$ cat src/rtl/calc_cmd_issuer_if.sv
// Command link between the issuer (master) and the calculator FSM/datapath pair (slave).
interface calc_cmd_issuer_if;
  logic        Go;
  logic        next;
  logic [2:0]  MS;
  logic [15:0] Din;
  logic [3:0]  CS_in;
  logic [15:0] Dout_in;

  modport master (output Go, next, MS, Din, input CS_in, Dout_in);
  modport slave  (input Go, next, MS, Din, output CS_in, Dout_in);
endinterface

$ cat src/rtl/calc_cmd_issuer.sv
// Replays a stored program of (MS, Din) commands into the calculator FSM,
// handshaking on its CS encoding and capturing each Dout result.
module calc_cmd_issuer #(
  parameter int         DEPTH   = 8,
  parameter logic [3:0] IDLE_CS = 4'd0,
  parameter logic [3:0] DONE_CS = 4'd7,
  parameter logic [4:0] TIMEOUT = 5'd31
) (
  input  logic                CLK,
  input  logic                RST,
  input  logic                prog_we,
  input  logic [2:0]          prog_addr,
  input  logic [18:0]         prog_data,
  input  logic [3:0]          prog_len,
  input  logic                start,
  calc_cmd_issuer_if.master   cmd,
  output logic                busy,
  output logic                done,
  output logic                err,
  output logic [15:0]         result,
  output logic                result_valid,
  output logic [2:0]          idx
);

  typedef enum logic [2:0] {
    S_IDLE, S_LOAD, S_WAITDONE, S_CAPTURE, S_NEXT, S_WAITIDLE, S_FINISH, S_ERR
  } state_t;

  localparam logic [3:0] MAX_LEN = 4'(DEPTH);

  state_t      state_q, state_d;
  logic [18:0] mem [DEPTH];
  logic [18:0] entry;
  logic [3:0]  len_q;
  logic [4:0]  cnt_q, cnt_inc;
  logic        go_q;
  logic [2:0]  ms_q;
  logic [15:0] din_q;
  logic        next_pulse;
  logic        cs_done, cs_idle, cnt_hit, last_entry;

  assign entry      = mem[idx];
  assign cs_done    = (cmd.CS_in == DONE_CS);
  assign cs_idle    = (cmd.CS_in == IDLE_CS);
  assign cnt_hit    = (cnt_q == TIMEOUT);
  assign cnt_inc    = (cnt_q == 5'h1f) ? cnt_q : cnt_q + 5'd1;
  assign last_entry = ({1'b0, idx} == len_q - 4'd1);

  // NOTE: sequential state uses non-blocking assignments so every register
  // samples pre-edge values regardless of process evaluation order.
  always_ff @(posedge CLK) begin
    if (RST) state_q <= S_IDLE;
    else     state_q <= state_d;
  end

  // NOTE: state_d gets a default before the case so no path leaves it
  // unassigned, which would otherwise infer a latch.
  always_comb begin
    state_d = state_q;
    case (state_q)
      S_IDLE:     if (start) state_d = (prog_len == 4'd0) ? S_FINISH : S_LOAD;
      S_LOAD:     state_d = S_WAITDONE;
      S_WAITDONE: begin
        if (cs_done)      state_d = S_CAPTURE;
        else if (cnt_hit) state_d = S_ERR;
      end
      S_CAPTURE:  state_d = S_NEXT;
      S_NEXT:     state_d = S_WAITIDLE;
      S_WAITIDLE: begin
        if (cs_idle)      state_d = last_entry ? S_FINISH : S_LOAD;
        else if (cnt_hit) state_d = S_ERR;
      end
      S_FINISH:   state_d = S_IDLE;
      S_ERR:      state_d = S_IDLE;
      default:    state_d = S_IDLE;
    endcase
  end

  always_comb begin
    next_pulse = (state_q == S_NEXT);
    done       = (state_q == S_FINISH);
    busy       = (state_q == S_LOAD)    || (state_q == S_WAITDONE) ||
                 (state_q == S_CAPTURE) || (state_q == S_NEXT)     ||
                 (state_q == S_WAITIDLE);
  end

  // NOTE: program memory has no reset so a board reset keeps the loaded demo.
  always_ff @(posedge CLK) begin
    if (prog_we && !busy) mem[prog_addr] <= prog_data;
  end

  // Go is registered alongside MS/Din so the FSM sees all three together.
  always_ff @(posedge CLK) begin
    if (RST) begin
      go_q         <= 1'b0;
      ms_q         <= '0;
      din_q        <= '0;
      idx          <= '0;
      len_q        <= '0;
      cnt_q        <= '0;
      result       <= '0;
      result_valid <= 1'b0;
      err          <= 1'b0;
    end else begin
      go_q         <= (state_q == S_LOAD);
      result_valid <= (state_q == S_CAPTURE);
      case (state_q)
        S_IDLE: if (start) begin
          idx   <= '0;
          len_q <= (prog_len > MAX_LEN) ? MAX_LEN : prog_len;
          err   <= 1'b0;
        end
        S_LOAD: begin
          ms_q  <= entry[18:16];
          din_q <= entry[15:0];
          cnt_q <= '0;
        end
        S_WAITDONE: if (!cs_done) cnt_q <= cnt_inc;
        S_CAPTURE:  result <= cmd.Dout_in;
        S_NEXT:     cnt_q <= '0;
        S_WAITIDLE: begin
          if (cs_idle) begin
            if (!last_entry) idx <= idx + 3'd1;
          end else begin
            cnt_q <= cnt_inc;
          end
        end
        default: ;
      endcase
      if (state_d == S_ERR) err <= 1'b1;
    end
  end

  assign cmd.Go   = go_q;
  assign cmd.next = next_pulse;
  assign cmd.MS   = ms_q;
  assign cmd.Din  = din_q;

endmodule

$ cat src/flat_wrapper.sv
// flat-port wrapper written by rule: the top's interface ports become plain ports
module calc_cmd_issuer_flat 
#(
  parameter int         DEPTH   = 8,
  parameter logic [3:0] IDLE_CS = 4'd0,
  parameter logic [3:0] DONE_CS = 4'd7,
  parameter logic [4:0] TIMEOUT = 5'd31
)
  (CLK, RST, prog_we, prog_addr, prog_data, prog_len, start, busy, done, err, result, result_valid, idx, cmd_Go, cmd_next, cmd_MS, cmd_Din, cmd_CS_in, cmd_Dout_in);
  calc_cmd_issuer_if cmd_i ();
  input  logic CLK;
  input  logic RST;
  input  logic prog_we;
  input  logic [2:0] prog_addr;
  input  logic [18:0] prog_data;
  input  logic [3:0] prog_len;
  input  logic start;
  output logic busy;
  output logic done;
  output logic err;
  output logic [15:0] result;
  output logic result_valid;
  output logic [2:0] idx;
  output wire logic [$bits(cmd_i.Go)-1:0] cmd_Go;
  output wire logic [$bits(cmd_i.next)-1:0] cmd_next;
  output wire logic [$bits(cmd_i.MS)-1:0] cmd_MS;
  output wire logic [$bits(cmd_i.Din)-1:0] cmd_Din;
  input wire logic [$bits(cmd_i.CS_in)-1:0] cmd_CS_in;
  input wire logic [$bits(cmd_i.Dout_in)-1:0] cmd_Dout_in;
  assign cmd_Go = cmd_i.Go;
  assign cmd_next = cmd_i.next;
  assign cmd_MS = cmd_i.MS;
  assign cmd_Din = cmd_i.Din;
  assign cmd_i.CS_in = cmd_CS_in;
  assign cmd_i.Dout_in = cmd_Dout_in;
  calc_cmd_issuer #(.DEPTH(DEPTH), .IDLE_CS(IDLE_CS), .DONE_CS(DONE_CS), .TIMEOUT(TIMEOUT)) u_core (.CLK(CLK), .RST(RST), .prog_we(prog_we), .prog_addr(prog_addr), .prog_data(prog_data), .prog_len(prog_len), .start(start), .cmd(cmd_i), .busy(busy), .done(done), .err(err), .result(result), .result_valid(result_valid), .idx(idx));
endmodule
$ cat config.mk
export PLATFORM = sky130hd
export DESIGN_NAME = calc_cmd_issuer_flat
export DESIGN_NICKNAME = d
export VERILOG_FILES = /design/src/rtl/calc_cmd_issuer_if.sv /design/src/rtl/calc_cmd_issuer.sv /design/src/flat_wrapper.sv
export SDC_FILE = /design/constraint.sdc
export NUM_CORES = 1
export LEC_CHECK = 0
export ABC_CLOCK_PERIOD_IN_PS = 7700
export CORE_MARGIN = 4
export CORE_UTILIZATION = 41
export CTS_CLUSTER_SIZE = 25
export DETAILED_ROUTE_END_ITERATION = 8
export PLACE_DENSITY_LB_ADDON = 0.12
export SLEW_MARGIN = 30
export SYNTH_ARGS = -nofsm -noshare
export SYNTH_HDL_FRONTEND = slang
export SYNTH_SLANG_ARGS = --single-unit
$ cat constraint.sdc
create_clock -name CLK -period 7.7 [get_ports CLK]
set_input_delay 1.925 -clock CLK [delete_from_list [all_inputs] [get_ports CLK]]
set_output_delay 1.925 -clock CLK [all_outputs]
set_load 0.02 [all_outputs]
=== Word level (Yosys, flattened, before mapping) ===
Memory sizes are Yosys's and may differ from the RTL's. A register that Yosys moved wholly into a read port is not among the register bits.
Cells that the tools add are included.

* Memory bits (writable): 152
* Output and inout bits: 44
* Memories: 1
* Word-level logic and storage cells: 69
* Input bits: 50
* Flip-flop bits (word level): 34

{| class="wikitable"
|+ Memories
! name !! depth !! width !! read ports !! clocked after memory_dff !! write ports !! line !! source
|-
| u_core.mem || 8 || 19 || 1 || 1 || 1 || calc_cmd_issuer.sv:32 || <nowiki>logic [18:0] mem [DEPTH];</nowiki>
|}

* $lt $le $gt $ge: 1
* Reductions and logical operators: 19
* Add/sub/neg operators: 3
* Muxes and demuxes: 21
* Eq/ne operators: 16

{| class="wikitable"
|+ Operators with widths
! operator !! number
|-
| 2-to-1 mux 3 bit || 9
|-
| one-hot mux 3 bit (7 select lines) || 1
|-
| == test 3 bit (second input constant) || 5
|-
| 2-to-1 mux 5 bit || 3
|-
| one-hot mux 5 bit (3 select lines) || 1
|-
| zero test 4 bit || 2
|-
| != test 2 bit (second input constant) || 4
|-
| == test 3 x 2 -> 1 bit (second input constant) || 2
|-
| one-hot mux 3 bit (2 select lines) || 1
|-
| nonzero test 2 bit || 3
|-
| adder 5 x 1 -> 5 bit (second input constant) || 1
|-
| == test 5 bit (second input constant) || 1
|-
| 2-to-1 mux 1 bit || 5
|-
| == test 3 x 4 -> 1 bit || 1
|-
| == test 4 x 3 -> 1 bit (second input constant) || 1
|-
| greater-than comparator 4 bit (second input constant) || 1
|-
| logical OR 1 bit || 4
|-
| 2-to-1 mux 4 bit || 1
|-
| AND reduction 2 bit || 2
|-
| AND reduction 4 bit || 1
|-
| OR reduction 2 bit || 2
|-
| subtractor 4 x 1 -> 4 bit (second input constant) || 1
|-
| adder 3 x 1 -> 3 bit (second input constant) || 1
|-
| == test 3 x 1 -> 1 bit (second input constant) || 1
|-
| 6 further kinds || 6
|}

=== Longest topological paths before layout ===
* Word-level depth: 9
* Mapped depth: 8
* Mapped depth without buffers: 8

=== Least setup slack after synthesis ===
OpenSTA, ideal clock, no wires.

* Kind: input to register
* From: input port prog_addr[0]
* To: memory u_core.mem[0][0], enable pin
* Setup time: 0.419 ns
* Slack: 3.509 ns
* Required time: 7.281 ns
* Cell stages on the path: 2
* Data arrival time: 3.772 ns
* Buffers on the path: 0
* Path through: or3b_2 -> nor3_1

{| class="wikitable"
|+ RTL lines
! what !! line !! source
|-
| start: declaration || flat_wrapper.sv:14 || <nowiki>input logic [2:0] prog_addr;</nowiki>
|-
| end: declaration || calc_cmd_issuer.sv:32 ||
|}

Straight into the memory's write port.

=== Worst setup path in the final report ===
* From: register u_core.state_q[2]
* To: output port cmd_next

* Cells in the longest elaborated chain, start to end: 1

{| class="wikitable"
|+ Ends and longest elaborated chain
! what !! line !! source
|-
| start: declaration || calc_cmd_issuer.sv:31 || <nowiki>state_t state_q, state_d;</nowiki>
|-
| start signal: assignment || calc_cmd_issuer.sv:53 || <nowiki>else state_q <= state_d;</nowiki>
|-
| == test 3 bit || calc_cmd_issuer.sv:80 || <nowiki>next_pulse = (state_q == S_NEXT);</nowiki>
|-
| end: declaration || flat_wrapper.sv:25 || <nowiki>output wire logic [$bits(cmd_i.next)-1:0] cmd_next;</nowiki>
|}

Every way passes these cells.

==> results_dict.tcl <==
set metrics [dict create \
    outcome "finished, final reports clean" \
    ctsHtreeMaxLevel 1 \
    synth_net_count 552 \
    die_area_um2 21700 \
    placement_rows 50 \
    syn_avg_cell_area_um2 16.0 \
    cpMaxStageDelayCell "sky130_fd_sc_hd__clkdlybuf4s50_1" \
    worst_pin_slew_ns 0.813 \
    cts_post_setup_buffers_inserted 0 \
    grt_setup_unrepaired "false" \
    hold-path-cell-count 2 \
    core_area_um2 18900 \
    crit_type "reg2out" \
    hold_start "u_core.result[13]" \
    dominant_combinational_cell_family_by_area_after_synthesis "multiplexers" \
    route.antenna.remaining_nets 0 \
    worst_ep_required_time_ns 5.78 \
    worst_setup_path_end_kind "primary output" \
    worstReg2RegStart "u_core.state_q[1]" \
    synth_area_leaders "sky130_fd_sc_hd__edfxtp_1, sky130_fd_sc_hd__dfxtp_1, sky130_fd_sc_hd__mux4_2" \
    number_of_vias_after_detailed_routing 4506 \
    static-leakage-power_nw 3.11 \
    grt_overflow 0 \
    dp.final_hpwl_um 10000 \
    globalplace.congestion 0.797 \
    boundaryPins 94 \
    wirelength_um 16400 \
    grt_max_degree 53 \
    fin_crit_sh_pct 56.3 \
    hp-class "reg2reg" \
    yosys.area_share.simple_pct 8.15 \
    initial_antenna_violation_count 0 \
    grt_pass1_wl_um 26000 \
    fin_worst_skew_ns 0.00991 \
    power.density_cell_area_nw_per_um2 289 \
    final_cell_mix "sky130_fd_sc_hd__edfxtp_1, sky130_fd_sc_hd__clkdlybuf4s50_1, sky130_fd_sc_hd__dfxtp_1" \
    slowest_delay_ns 0.74 \
    worst_hold_end "u_core.result[13]" \
    synthXorXnorAreaFrac_pct 0.440 \
    report.final.setup_viol 0 \
    fin_setup_tns_ns 0 \
    post-layout-total-power_mw 2.87 \
    synth-seq-area-share_pct 70.7 \
    reg2reg_depth 4 \
    port_buffers 93 \
    slew_viol_final 0 \
    reg_to_reg_setup_timing_slack_ns 4.99 \
    initial_util_pct 42.1 \
    die_outline_width_um 147 \
    root_buffer "sky130_fd_sc_hd__clkbuf_16" \
    initialDrtViolationCount 255 \
    crit_arrival_ns 2.41 \
    cp_startpoint_kind "flop" \
    insertedDiodeCount 0 \
    slew-limit-headroom_pct 45.8 \
    share_of_synthesized_cell_area_in_full_adder_half_adder_and_majority_cells_pct 0.629 \
    cts_max_path_buffers 3 \
    synth_warnings 0 \
    max_freq_mhz 231 \
    crit_startpoint "u_core.state_q[2]" \
    regToRegEndpoint "u_core.mem[0][1]" \
    fill_cells 1570 \
    clock_buffers_created_by_tritoncts 22 \
    final-hold-violation-count 0 \
    min_period_ns 4.34 \
    worstSkewPairLatency_ns 0.49 \
    synthDominantCellAreaShare_pct 57.4 \
    syn-cell-area_um2 7960 \
    synth.mux.area_fraction_pct 13.1 \
    ys_ff_latch 205 \
    drv.max_cap_violation_count 0 \
    synth_area_leader_cell "sky130_fd_sc_hd__edfxtp_1" \
    vias_per_cell 5.17 \
    drive_above_1_share_pct 16.8 \
    groute.usage.overall_pct 15.1 \
    final_common_cell "sky130_fd_sc_hd__edfxtp_1" \
    timing.critical_path.fanout_max 15 \
    ys_types 47 \
    drt-pass1-iter-count 4 \
    areaGrowthSynthToFinish_pct 24.8 \
    cts.clk_slew.worst_paths_ns 0.05 \
    height_of_the_die_um 147 \
    post_synthesis_cells 498 \
    clock_tree_from_tritoncts "yes" \
    drc 0 \
    post_cts_resized 0 \
    cts_sinks 205 \
    grt_pass1_vias 4683 \
    drt-wirelength-per-cell_um 18.8 \
    synth-compound-area-share_pct 5.11 \
    irDropWorstVdd_uv 155 \
    worstPathCellList "nor3b_1 -> clkdlybuf4s50_1" \
    layout.nets 650 \
    holdBufCountCts 0 \
]
==> synthesized netlist by cell type, drive strengths merged <==
library cell / instances
o211ai: 1
nor2: 34
nand2: 46
mux2i: 19
nor3b: 4
or4: 3
edfxtp: 152
xor2: 3
or3b: 1
and2: 2
a21boi: 1
nor3: 5
ha: 4
nor4: 2
or4b: 2
inv: 5
a32o: 1
o2111ai: 1
clkbuf: 17
nand2b: 2
mux4: 38
o21ai: 3
nor4b: 2
nor2b: 2
and3b: 1
a211o: 1
o31a: 1
a21oi: 31
xnor2: 1
a2bb2oi: 1
or3: 3
a31oi: 1
buf: 12
and3: 2
or2: 4
dfxtp: 53
a211oi: 20
nand3: 7
o22ai: 1
o31ai: 1
nand4b: 1
nand3b: 7
==> how the worst max path moves through the flow <==
| stage | to | slack, ns | depth (start not counted) |
|---|---|---|---|
| global route | cmd_next | 3.23 | 2 |
| floorplan | u_core.mem[0][0] | 3.51 | 2 |
| global placement | u_core.mem[0][3] | 3.36 | 4 |
| finish | cmd_next | 3.36 | 2 |
| detailed placement | u_core.mem[0][5] | 3.29 | 4 |
| CTS | cmd_next | 3.38 | 2 |
==> power breakdown <==
group	internal [mW]	switching [mW]	total, mW
clock	0.625	0.396	1.02
combinational	0.216	0.281	0.498
sequential	1.29	0.0607	1.35
total	2.13	0.738	2.87
==> state kept, by name (all words and copies together), names as in the netlist <==
name and count:
u_core.cmd.Go 1, u_core.err 1, u_core.cnt_q 5, u_core.result 16
u_core.cmd.MS 3, u_core.state_q 3, u_core.result_valid 1, u_core.len_q 4
u_core.cmd.Din 16, u_core.mem 152, u_core.idx 3
==> worst max-delay path, delay by kind of cell (launching register included) <==
family	cells	cell delay, ns
flops	1	0.63
buf+inv	1	0.74
simple gates	1	0.56
==> per-stage QoR <==
stage          hold slack [ns]  util (%)  setup WS (ns)  area (µm²)  std cells
3_3_place_gp             0.442      48.6           3.36        9190        832
3_5_place_dp             0.448      48.7           3.29        9210        832
5_1_grt                  0.482      52.6           3.23        9930        872
6_report                 0.453      52.6           3.36        9930        872
4_1_cts                  0.455      52.5           3.38        9920        872
2_1_floorplan            0.436         -           3.51        7960        498
==> cell families (layout without fill, tap and decap cells) <==
kind of cell	count (synthesis)	in the layout
buffers and inverters	34	148
adders and majority gates	4	4
AOI/OAI and AO/OA	64	64
xor gates and xnor gates	4	4
and+or+nand+nor	130	130
muxes	57	57
DFF	205	205
==> routing by layer <==
metal  GRT usage (%)  vias up  routed length (µm)
met5               0        -                   0
met4            3.63        0                 195
met3            3.08       15                 908
met2            26.3      118                8160
met1            19.6     2249                7100
li1                -     2124                   -
==> area by class of cell <==
cell class	count	area (µm²)	area share [%]
clock inverter	8	88.8	0.895
clock buffer	32	619	6.24
tap	260	325	3.28
inverter	5	18.8	0.189
timing repair buffer	103	1000	10.1
sequential	205	5630	56.7
multi-input combinational	259	2250	22.6
No activity file was read; power rests on OpenSTA's default activity.
